<file path="config.mk">
export PLATFORM = sky130hd
export DESIGN_NAME = mem_stage_access
export DESIGN_NICKNAME = d
export VERILOG_FILES = /design/src/rtl/lc3b_types.sv /design/src/rtl/mem_align.sv /design/src/rtl/mem_stage_access.sv
export SDC_FILE = /design/constraint.sdc
export NUM_CORES = 1
export LEC_CHECK = 0
export CORE_UTILIZATION = 42
export DETAILED_ROUTE_END_ITERATION = 8
export GPL_ROUTABILITY_DRIVEN = 0
export PLACE_DENSITY = 0.86
export SKIP_LAST_GASP = 1
export SLEW_MARGIN = 40
export SYNTH_ARGS = -nofsm -noshare
export SYNTH_HDL_FRONTEND = slang
export SYNTH_SLANG_ARGS = --single-unit
export TNS_END_PERCENT = 100
</file>
<file path="constraint.sdc">
create_clock -name clk -period 5.48 [get_ports clk]
set_clock_uncertainty 0.15 [all_clocks]
set_input_delay 0.548 -clock clk [delete_from_list [all_inputs] [get_ports clk]]
set_output_delay 0.548 -clock clk [all_outputs]
set_load 0.02 [all_outputs]
</file>
<file path="src/rtl/lc3b_types.sv">
// Shared LC-3b datapath types: word, opcode, memory-stage state and lane mask,
// plus opcode classification helpers used by the memory stage.
package lc3b_types;

  typedef logic [15:0] lc3b_word;
  typedef logic [1:0]  lc3b_mem_mask;

  typedef enum logic [3:0] {
    op_br   = 4'b0000,
    op_add  = 4'b0001,
    op_ldb  = 4'b0010,
    op_stb  = 4'b0011,
    op_jsr  = 4'b0100,
    op_and  = 4'b0101,
    op_ldr  = 4'b0110,
    op_str  = 4'b0111,
    op_rti  = 4'b1000,
    op_not  = 4'b1001,
    op_ldi  = 4'b1010,
    op_sti  = 4'b1011,
    op_jmp  = 4'b1100,
    op_shf  = 4'b1101,
    op_lea  = 4'b1110,
    op_trap = 4'b1111
  } lc3b_opcode;

  typedef enum logic [1:0] {
    MEM_IDLE = 2'b00,
    MEM_ACC1 = 2'b01,
    MEM_ACC2 = 2'b10,
    MEM_DONE = 2'b11
  } lc3b_mem_state;

  function automatic logic is_mem_op(input lc3b_opcode op);
    case (op)
      op_ldr, op_ldb, op_ldi, op_str, op_stb, op_sti, op_trap: return 1'b1;
      default: return 1'b0;
    endcase
  endfunction

  function automatic logic is_indirect(input lc3b_opcode op);
    case (op)
      op_ldi, op_sti: return 1'b1;
      default: return 1'b0;
    endcase
  endfunction

  // Stores whose first access is already the write.
  function automatic logic is_direct_store(input lc3b_opcode op);
    case (op)
      op_str, op_stb: return 1'b1;
      default: return 1'b0;
    endcase
  endfunction

endpackage

</file>
<file path="src/rtl/mem_align.sv">
// Byte-lane handling for the memory stage: STB data replication, write lane
// mask, and LDB byte selection with zero extension.
module mem_align
  import lc3b_types::*;
(
  input  lc3b_opcode   op_i,
  input  logic         addr_lsb_i,
  input  logic         write_en_i,
  input  lc3b_word     store_data_i,
  input  lc3b_word     rdata_i,
  output lc3b_word     wdata_o,
  output lc3b_mem_mask byte_en_o,
  output lc3b_word     load_word_o
);

  always_comb begin
    wdata_o     = 16'h0000;
    byte_en_o   = 2'b00;
    load_word_o = rdata_i;
    if (write_en_i) begin
      if (op_i == op_stb) begin
        wdata_o   = {store_data_i[7:0], store_data_i[7:0]};
        byte_en_o = addr_lsb_i ? 2'b10 : 2'b01;
      end else begin
        wdata_o   = store_data_i;
        byte_en_o = 2'b11;
      end
    end else begin
      wdata_o   = 16'h0000;
      byte_en_o = 2'b00;
    end
    if (op_i == op_ldb) begin
      load_word_o = {8'h00, (addr_lsb_i ? rdata_i[15:8] : rdata_i[7:0])};
    end else begin
      load_word_o = rdata_i;
    end
  end

endmodule

</file>
<file path="src/rtl/mem_stage_access.sv">
// LC-3b MEM-stage controller: turns the memory-class instruction in MEM into
// one or two data-memory transactions and stalls the pipeline until done.
module mem_stage_access
  import lc3b_types::*;
(
  input  logic         clk,
  input  logic         reset,
  input  logic         valid_in,
  input  lc3b_opcode   operation_in,
  input  lc3b_word     addr_in,
  input  lc3b_word     store_data_in,
  input  logic         stall_in,
  input  logic         mem_resp,
  input  lc3b_word     mem_rdata,
  output logic         mem_read,
  output logic         mem_write,
  output lc3b_word     mem_address,
  output lc3b_word     mem_wdata,
  output lc3b_mem_mask mem_byte_enable,
  output lc3b_word     load_data_out,
  output logic         done,
  output logic         stall_pipeline
);

  lc3b_mem_state state_q;
  lc3b_word      data_q;
  lc3b_word      indirect_q;
  lc3b_word      align_load;

  mem_align u_align (
    .op_i         (operation_in),
    .addr_lsb_i   (addr_in[0]),
    .write_en_i   (mem_write),
    .store_data_i (store_data_in),
    .rdata_i      (mem_rdata),
    .wdata_o      (mem_wdata),
    .byte_en_o    (mem_byte_enable),
    .load_word_o  (align_load)
  );

  // Access sequencer; responses outside ACC1/ACC2 never reach a latch.
  always_ff @(posedge clk or posedge reset) begin
    if (reset) begin
      state_q    <= MEM_IDLE;
      data_q     <= 16'h0000;
      indirect_q <= 16'h0000;
    end else begin
      case (state_q)
        MEM_IDLE: begin
          if (valid_in && is_mem_op(operation_in)) state_q <= MEM_ACC1;
        end
        MEM_ACC1: begin
          if (mem_resp) begin
            if (is_indirect(operation_in)) begin
              indirect_q <= mem_rdata;
              state_q    <= MEM_ACC2;
            end else begin
              if (!is_direct_store(operation_in)) data_q <= align_load;
              state_q <= MEM_DONE;
            end
          end
        end
        MEM_ACC2: begin
          if (mem_resp) begin
            if (operation_in == op_ldi) data_q <= mem_rdata;
            state_q <= MEM_DONE;
          end
        end
        MEM_DONE: begin
          if (!stall_in) state_q <= MEM_IDLE;
        end
        default: state_q <= MEM_IDLE;
      endcase
    end
  end

  // Requests decode from the state register so reset drops them at once.
  always_comb begin
    mem_read       = 1'b0;
    mem_write      = 1'b0;
    mem_address    = 16'h0000;
    stall_pipeline = 1'b0;
    case (state_q)
      MEM_IDLE: begin
        stall_pipeline = valid_in && is_mem_op(operation_in) && !reset;
      end
      MEM_ACC1: begin
        mem_address    = addr_in;
        stall_pipeline = 1'b1;
        if (is_direct_store(operation_in)) begin
          mem_write = 1'b1;
        end else begin
          mem_read = 1'b1;
        end
      end
      MEM_ACC2: begin
        mem_address    = indirect_q;
        stall_pipeline = 1'b1;
        if (operation_in == op_sti) begin
          mem_write = 1'b1;
        end else if (operation_in == op_ldi) begin
          mem_read = 1'b1;
        end else begin
          mem_read = 1'b0;
        end
      end
      MEM_DONE: stall_pipeline = 1'b0;
      default:  stall_pipeline = 1'b0;
    endcase
  end

  assign done          = (state_q == MEM_DONE);
  assign load_data_out = data_q;

endmodule

</file>
# Word-level counts from Yosys, hierarchy flattened
# Index checks and enable logic that the tools add are counted.
# Widths: inputs -> output; s select.
[totals]
ff_bits = 34
input_bits = 57
output_inout_bits = 54
word_cells = 70
[classes]
n_eq_ne = 17
muxes = 38
reduce_logical = 12
[op_table]
columns = ["cell", "count"]
rows = [
  ["$mux 16", 8],
  ["$pmux 16 s2", 2],
  ["$mux 1", 16],
  ["$mux 2", 7],
  ["$ne 2x2->1 const B", 7],
  ["$eq 4x4->1 const B", 3],
  ["$eq 4x2->1 const B", 2],
  ["$eq 4x3->1 const B", 2],
  ["$mux 8", 1],
  ["$pmux 2 s4", 1],
  ["$reduce_or 7->1", 1],
  ["$reduce_and 6->1", 1],
  ["$reduce_or 2->1", 3],
  ["$eq 2x2->1 const B", 2],
  ["$pmux 1 s2", 2],
  ["$reduce_and 4->1", 1],
  ["$pmux 1 s3", 1],
  ["$reduce_and 3->1", 1],
  ["$eq 2x1->1 const B", 1],
  ["$logic_and 1x1->1", 2],
  ["$logic_not 2->1", 1],
  ["$reduce_bool 2->1", 1],
  ["$logic_not 1->1", 1],
]

# Logic depth before layout (Yosys ltp)
[logic_depth]
depth_word = 12
mapped_depth = 8
mapped_depth_nobuf = 7

# Cells and area by module
# A second synthesis with hierarchy kept.
[hier_totals]
cells_unflattened = 219
hier_area_um2 = 2338.5
[modules_own_cells]
columns = ["mod", "instances", "cells_each", "area_per_inst_um2", "seq_area_each_um2"]
rows = [
  ["mem_stage_access", 1, 162, 1935.6, 850.8],
  ["mem_align", 1, 57, 402.9, 0.0],
]

# Worst setup path after synthesis
# OpenSTA, ideal clock, no wires.
[synth_timing]
kind = "reg2out"
from = "register state_q[0]"
to = "output mem_byte_enable[0]"
t_arrival_ps = 1958
t_required_ps = 4782
setup_slack_ps = 2824
stages_incl_launch_ff = 9
n_path_buf = 2
cell_sequence = "dfrtp_1 -> inv_1 -> ha_1 -> buf_2 -> nor2b_1 -> mux2i_1 -> or3_1 -> clkbuf_1 -> a21oi_1"
[synth_between]
elab_chain_len = 3
elab_cells_between_ends = 4
cone_classes = "eq/ne (2); mux (2)"
[synth_lines]
columns = ["element", "line_no", "text"]
rows = [
  ["start: declaration", "mem_stage_access.sv:25", "lc3b_mem_state state_q;"],
  ["start signal: assignment", "mem_stage_access.sv:44", "state_q <= MEM_IDLE;"],
  ["start signal: assignment", "mem_stage_access.sv:50", "if (valid_in && is_mem_op(operation_in)) state_q <= MEM_ACC1;"],
  ["start signal: assignment", "mem_stage_access.sv:56", "state_q <= MEM_ACC2;"],
  ["$eq 2x2->1 or $eq 2x1->1 (tied branches)", "mem_stage_access.sv:83", "case (state_q)"],
  ["$pmux 1 s2 *", "mem_stage_access.sv:83", ""],
  ["$mux 2 *", "mem_align.sv:20", "if (write_en_i) begin"],
  ["end: declaration", "mem_stage_access.sv:19", "output lc3b_mem_mask mem_byte_enable,"],
]
# Every way passes the cells marked *; elsewhere a longest branch is shown, timed or not.

# Final worst setup path
[layout_timing]
from = "register state_q[0]"
to = "output mem_wdata[0]"
[layout_between]
elab_chain_len = 3
elab_cells_between_ends = 4
cone_classes = "eq/ne (2); mux (2)"
[layout_lines]
columns = ["element", "line_no", "text"]
rows = [
  ["$eq 2x2->1 or $eq 2x1->1 (tied branches)", "mem_stage_access.sv:83", ""],
  ["$pmux 1 s2 *", "mem_stage_access.sv:83", ""],
  ["$mux 16 *", "mem_align.sv:20", ""],
  ["end: declaration", "mem_stage_access.sv:18", "output lc3b_word mem_wdata,"],
]
# Marks and branches as above.

==> results.tsv <==
stage	metric	value	unit
finish	final_common_cell	clkdlybuf4s50_1	
synth	yosysSeqAreaShare	41.4	%
floorplan	rows	25	
worst_setup_path	crit_path_end_kind	output pin	
timing	report.final.slew_viol_count	0	
grt	antenna_found_initial	0	
finish	antennaDiodeCount	0	
synth	synth_area_leader_cell	dfrtp_1	
grt	grt_max_degree	36	
finish	final_cell_area	3280	um^2
detailed_routing	route.met3.wl	460	um
timing	clock.fmax	248	MHz
grt	gr-usage-all-layers	23.7	%
detailed_routing	drc	0	
clock_tree	cts-root-buf	clkbuf_8	
timing	finalSetupViolations	0	
finish	area_growth	59.7	%
synth	synth.distinct_cells	29	
synth	yosys_register_bits	34	
clock_tree	cts-buffers-inserted	5	
clock_tree	ctsLongestPathBuffers	2	
finish	n_fill_cell	378	
power_and_ir_drop	p_leak	1.45	nW
worst_setup_path	cp_max_fo	21	
floorplan	die_area	5170	um^2
power_and_ir_drop	p_per_area	468	nW/um^2
detailed_routing	via_count	1974	
finish	multi_input_area	1100	um^2
floorplan	start_util	43.5	%
clock_tree	clk_transition_reported_paths	0.07	ns
floorplan	coreArea	4720	um^2
timing	relSlewSlack	47.2	%
worst_setup_path	crit_path_start	state_q[0]	
detailed_routing	m1WireLength	2440	um
placement	post-place-ws	1.72	ns
timing	worstMarginPinSlew	0.792	ns
finish	layout-drive-gt1-share	13.5	%
placement	postPlaceCellArea	3190	um^2
clock_tree	cts.sinks	34	
timing	whs	0.359	ns
timing	hold_viol_final	0	
floorplan	ios	111	
synth	synth.net_count	274	
synth	post_synth.cell_area_avg	9.68	um^2
synth	synthTopCellsByArea	dfrtp_1, mux2_2, a22oi_1	
clock_tree	cts_setup_buffers	0	
detailed_routing	drt-initial-drc-count	97	
clock_tree	hold_buffers	0	
worst_setup_path	cp_data_arrival_time	3.33	ns
grt	overflow	0	
timing	worst_slack	1.45	ns
timing	rsz0062_at_grt	no	
finish	regArea	851	um^2
detailed_routing	wire_per_inst	15.1	um
clock_tree	cts.htree.levels	2	
clock_tree	cts_tree	done	
finish	layout.cells.non_filler	386	
timing	fin_crit_sh	73.5	%
finish	layout_common_cells	clkdlybuf4s50_1, dfrtp_1, nand2_1, mux2_2, nor2_1	
floorplan	die_h	71.9	um
placement	dp_cells	379	
clock_tree	clock_latency	0.28	ns
run	maxCapViolations	0	
synth	ys_warn_count	0	
min_path	hold_class	flop to flop	
placement	io_buffers	110	
timing	period_needed	4.03	ns
floorplan	die_width	71.9	um
detailed_routing	drt_pass1_iterations	4	
detailed_routing	top_layer_used	met4	
finish	post-route-util	69.4	%
finish	fin_nets	381	
synth	synth_top_area_share	41.4	%
synth	syn_area	2050	um^2
power_and_ir_drop	peakVddDrop	295	uV
grt	grt_pass1_vias	1976	
worst_setup_path	crit_type	flop to output pin	
timing	tns	0	ns
detailed_routing	wl_met2	2880	um
worst_setup_path	crit_path_start_kind	flop	
min_path	min-delay-start	indirect_q[15]	
worst_setup_path	r2r-start	state_q[1]	
placement	hpwlAfterDp	4360	um
grt	grt_pass1_wl	9520	um
outcome	status	finished clean	
clock_tree	post_cts_resized	0	
detailed_routing	routed_wl	5840	um
power_and_ir_drop	power	1.53	mW
detailed_routing	via_per_inst	5.11	
worst_setup_path	cp.required	4.78	ns
synth	synth_cells	212	
detailed_routing	ant_nets	0	
==> cells in the mapped netlist, drive strengths merged <==
master   instances
a211oi           2
a21oi           11
a22oi           16
a2bb2oi          1
a311oi           1
and2             8
and4b            2
buf              8
clkbuf           4
dfrtp           34
ha               5
inv             13
mux2            32
mux2i           10
nand2           30
nand3b           2
nor2            22
nor2b            1
nor3             2
nor4bb           1
o211ai           1
o21ai            2
o22ai            1
or2              1
or3              2
==> cells by family (layout without fill, tap and decap cells) <==
group           after synthesis  in the layout  synth area share (%)
simple gates                 71             71                  16.0
mux                          42             42                  22.8
compound gates               35             35                  11.3
flops                        34             34                  41.4
buf+inv                      25            132                  5.48
fa+ha+maj                     5              5                  3.05
==> routing by layer <==
layer  GRT usage, %  up-vias
li1               -      942
met1           28.0      942
met2           42.3       83
met3           6.67        7
met4           5.88        0
met5              0        -
==> final cells by class <==
| type | count | share of cell area [%] |
|---|---|---|
| repair buffers | 112 | 34.0 |
| multi-input cells | 153 | 33.5 |
| flip-flops and latches | 34 | 26.0 |
| well taps | 67 | 2.56 |
| clock buffers | 5 | 2.10 |
| inverters | 13 | 1.49 |
| clock inverters | 2 | 0.305 |
==> power breakdown <==
group	switching [mW]	internal (mW)	total (mW)
logic	0.472	0.447	0.918
clock network	0.0861	0.0851	0.171
registers	0.0697	0.374	0.443
==> worst max-delay path: stages, from the launching register on <==
cell and delay, ns:
dfrtp_1 0.41, inv_1 0.14, ha_1 0.65, nor2b_1 0.21, mux2i_1 0.07, or3_1 0.53
inv_1 0.26, and2_1 0.17, clkdlybuf4s50_1 0.61
==> sequential cells by signal, indices dropped and copies added, names as in the netlist <==
signal         flops
state_q            2
indirect_q        16
load_data_out     16
==> final timing paths <==
path / cells past startpoint / endpoint / slack (ns)
worst min-delay path: 1 / indirect_q[15] / 0.36
worst min register to register: 1 / indirect_q[15] / 0.36
worst max register to register: 6 / indirect_q[3] / 2.53
min in group asynchronous: 3 / load_data_out[12] / 0.52
worst max-delay path: 8 / mem_wdata[0] / 1.45
max in group asynchronous: 3 / load_data_out[0] / 4.35
No activity file was read; power rests on OpenSTA's default activity.
==> RTL edit, RTL diff (same settings) <==
Reset style: synchronous (`reset`), changed in one clocked block.
--- a/src/rtl/mem_stage_access.sv
+++ b/src/rtl/mem_stage_access.sv
@@ -39,7 +39,7 @@
   );
 
   // Access sequencer; responses outside ACC1/ACC2 never reach a latch.
-  always_ff @(posedge clk or posedge reset) begin
+  always_ff @(posedge clk) begin
     if (reset) begin
       state_q    <= MEM_IDLE;
       data_q     <= 16'h0000;
Check against the original RTL: differs if reset is asserted again (counterexample within 4 cycles, from zero or initial values and one cycle with reset high); with reset held inactive, the same outputs for 10 cycles.
==> RTL edit against the original RTL <==
Sequential share of layout area shrank 5.6 points; setup slack gained 270 ps; die area grew 5.4%; sequential cell count is the same; design area grew 2.2%; synthesized cell count grew 36%; via count grew 25%; area after synthesis grew 5.6%; first-iteration DRC count grew 13%; register-to-register slack gained 610 ps; wire length grew 15%; maximum frequency grew 7.2%; critical path type unchanged; largest cell class is now multi-input gates.
Power is not compared: it rests on default switching activity, and its combinational part moved more than twofold at a synthesized area within 25%.
==> RTL edit: results (changes against the original RTL) <==
Outcome
• finished clean — status, unchanged

GRT
• 10200 um — first-pass GRT wire length, was 9520 um
• 0.244 — GRT Util Overall, was 0.237
• 2237 — via count of the first global-routing pass, was 1976
• 0.450 — met2 Resource Use GR, was 0.423
• 37 — maximum number of pins on one net before global-route repair, was 36

Place
• 443 — count of placed standard cells including taps, was 379
• 1790 ps — worst-case setup slack after placement, was 1720 ps
• 4910 um — dpl hpwl, was 4360 um
• 0.00324 mm2 — placed cell areas, was 0.00319 mm2

Yosys
• 0.00462 — multiplexer fraction of the synthesized cell area, was 0.228
• 55 x nand2_1, 35 x a21oi_1, 34 x dfxtp_1, 19 x nor2b_1, 16 x a22oi_1 — synth cell count leaders, was 34 x dfrtp_1, 30 x mux2_2, 30 x nand2_1, 21 x nor2_1, 16 x a22oi_1
• 350 — net count after synthesis, was 274
• 0.0289 — share of synthesized cell area in full adder, half adder and majority cells, was 0.0305
• 288 — Post-Synthesis Cells, was 212
• 0.269 — Compound-Gate Fraction of Synth Area, was 0.113
• 0.314 — part of the Yosys area used for sequential elements, was 0.414
• dfxtp_1 31%, nand2_1 9.5%, a21oi_1 8.1%, a22oi_1 5.5%, nor2b_1 5.5% — biggest area contributors in the synthesized netlist, was dfrtp_1 41%, mux2_2 16%, a22oi_1 5.9%, nand2_1 5.5%, mux2i_1 4.9%

Routing
• 5.49 — post-DR vias/cell, was 5.11
• 6700 um — total length of routed wires, was 5840 um
• 110 — Iteration-0 DRC Markers, was 97
• 3360 um — routed wl met2, was 2880 um
• 2475 — number of vias after detailed routing, was 1974

Setup path
• simple AND/OR/NAND/NOR gates — dominant delay contributor by cell family on the critical path, was buffers and inverters
• 3060 ps — data arrival time of the critical path, was 3330 ps
• 22 — critical path peak fanout, was 21
• clkdlybuf4s50_1 — standard cell with the maximum stage delay on the critical path, was ha_1
• 610 ps — CP max stage delay, was 650 ps
• 3140 ps — R2R Setup Slk, was 2530 ps

Cells and area
• 0.0677 — fraction of final layout cells sized beyond drive strength 1, was 0.135
• 445 — # nets final, was 381
• 409 — Filler Cell Count, was 378

STA
• 309 ps — worst hold slack across all endpoints, was 359 ps

Clocking
• 2 — number of buffers on the longest clock path, unchanged

Worst hold path
• indirect_q[0]$_SDFFE_PP0P_ — min-delay src, was indirect_q[15]$_DFFE_PP0P_
• indirect_q[0]$_SDFFE_PP0P_ — hold endpoint, was indirect_q[15]$_DFFE_PP0P_
• 2 — hold depth, was 1

## RTL edit: cell types whose count changed after synthesis, moves of 9 or more
cell	unedited run	this run
a21boi_0	0	9
a21oi_1	11	35
dfrtp_1	34	0
dfxtp_1	0	34
inv_1	13	4
mux2_2	30	0
mux2i_1	10	1
nand2_1	30	55
nand2b_1	0	10
nand3_1	0	9
nor2_1	21	5
nor2b_1	1	19
o21ai_0	2	11
## RTL edit: power breakdown
part	switching (mW)	internal [mW]
registers	0.0150	0.268
logic	0.214	0.189
clock network	0.0905	0.136
total	0.319	0.593
## RTL edit: area by class of cell
class	count	area, um2	share of cell area
clock buffer	7	76.3	0.0228
clock inverter	1	30.0	0.00897
inverter	5	18.8	0.00560
multi-input combinational	226	1350	0.403
sequential	34	681	0.203
tap	67	83.8	0.0250
timing repair buffer	111	1110	0.331
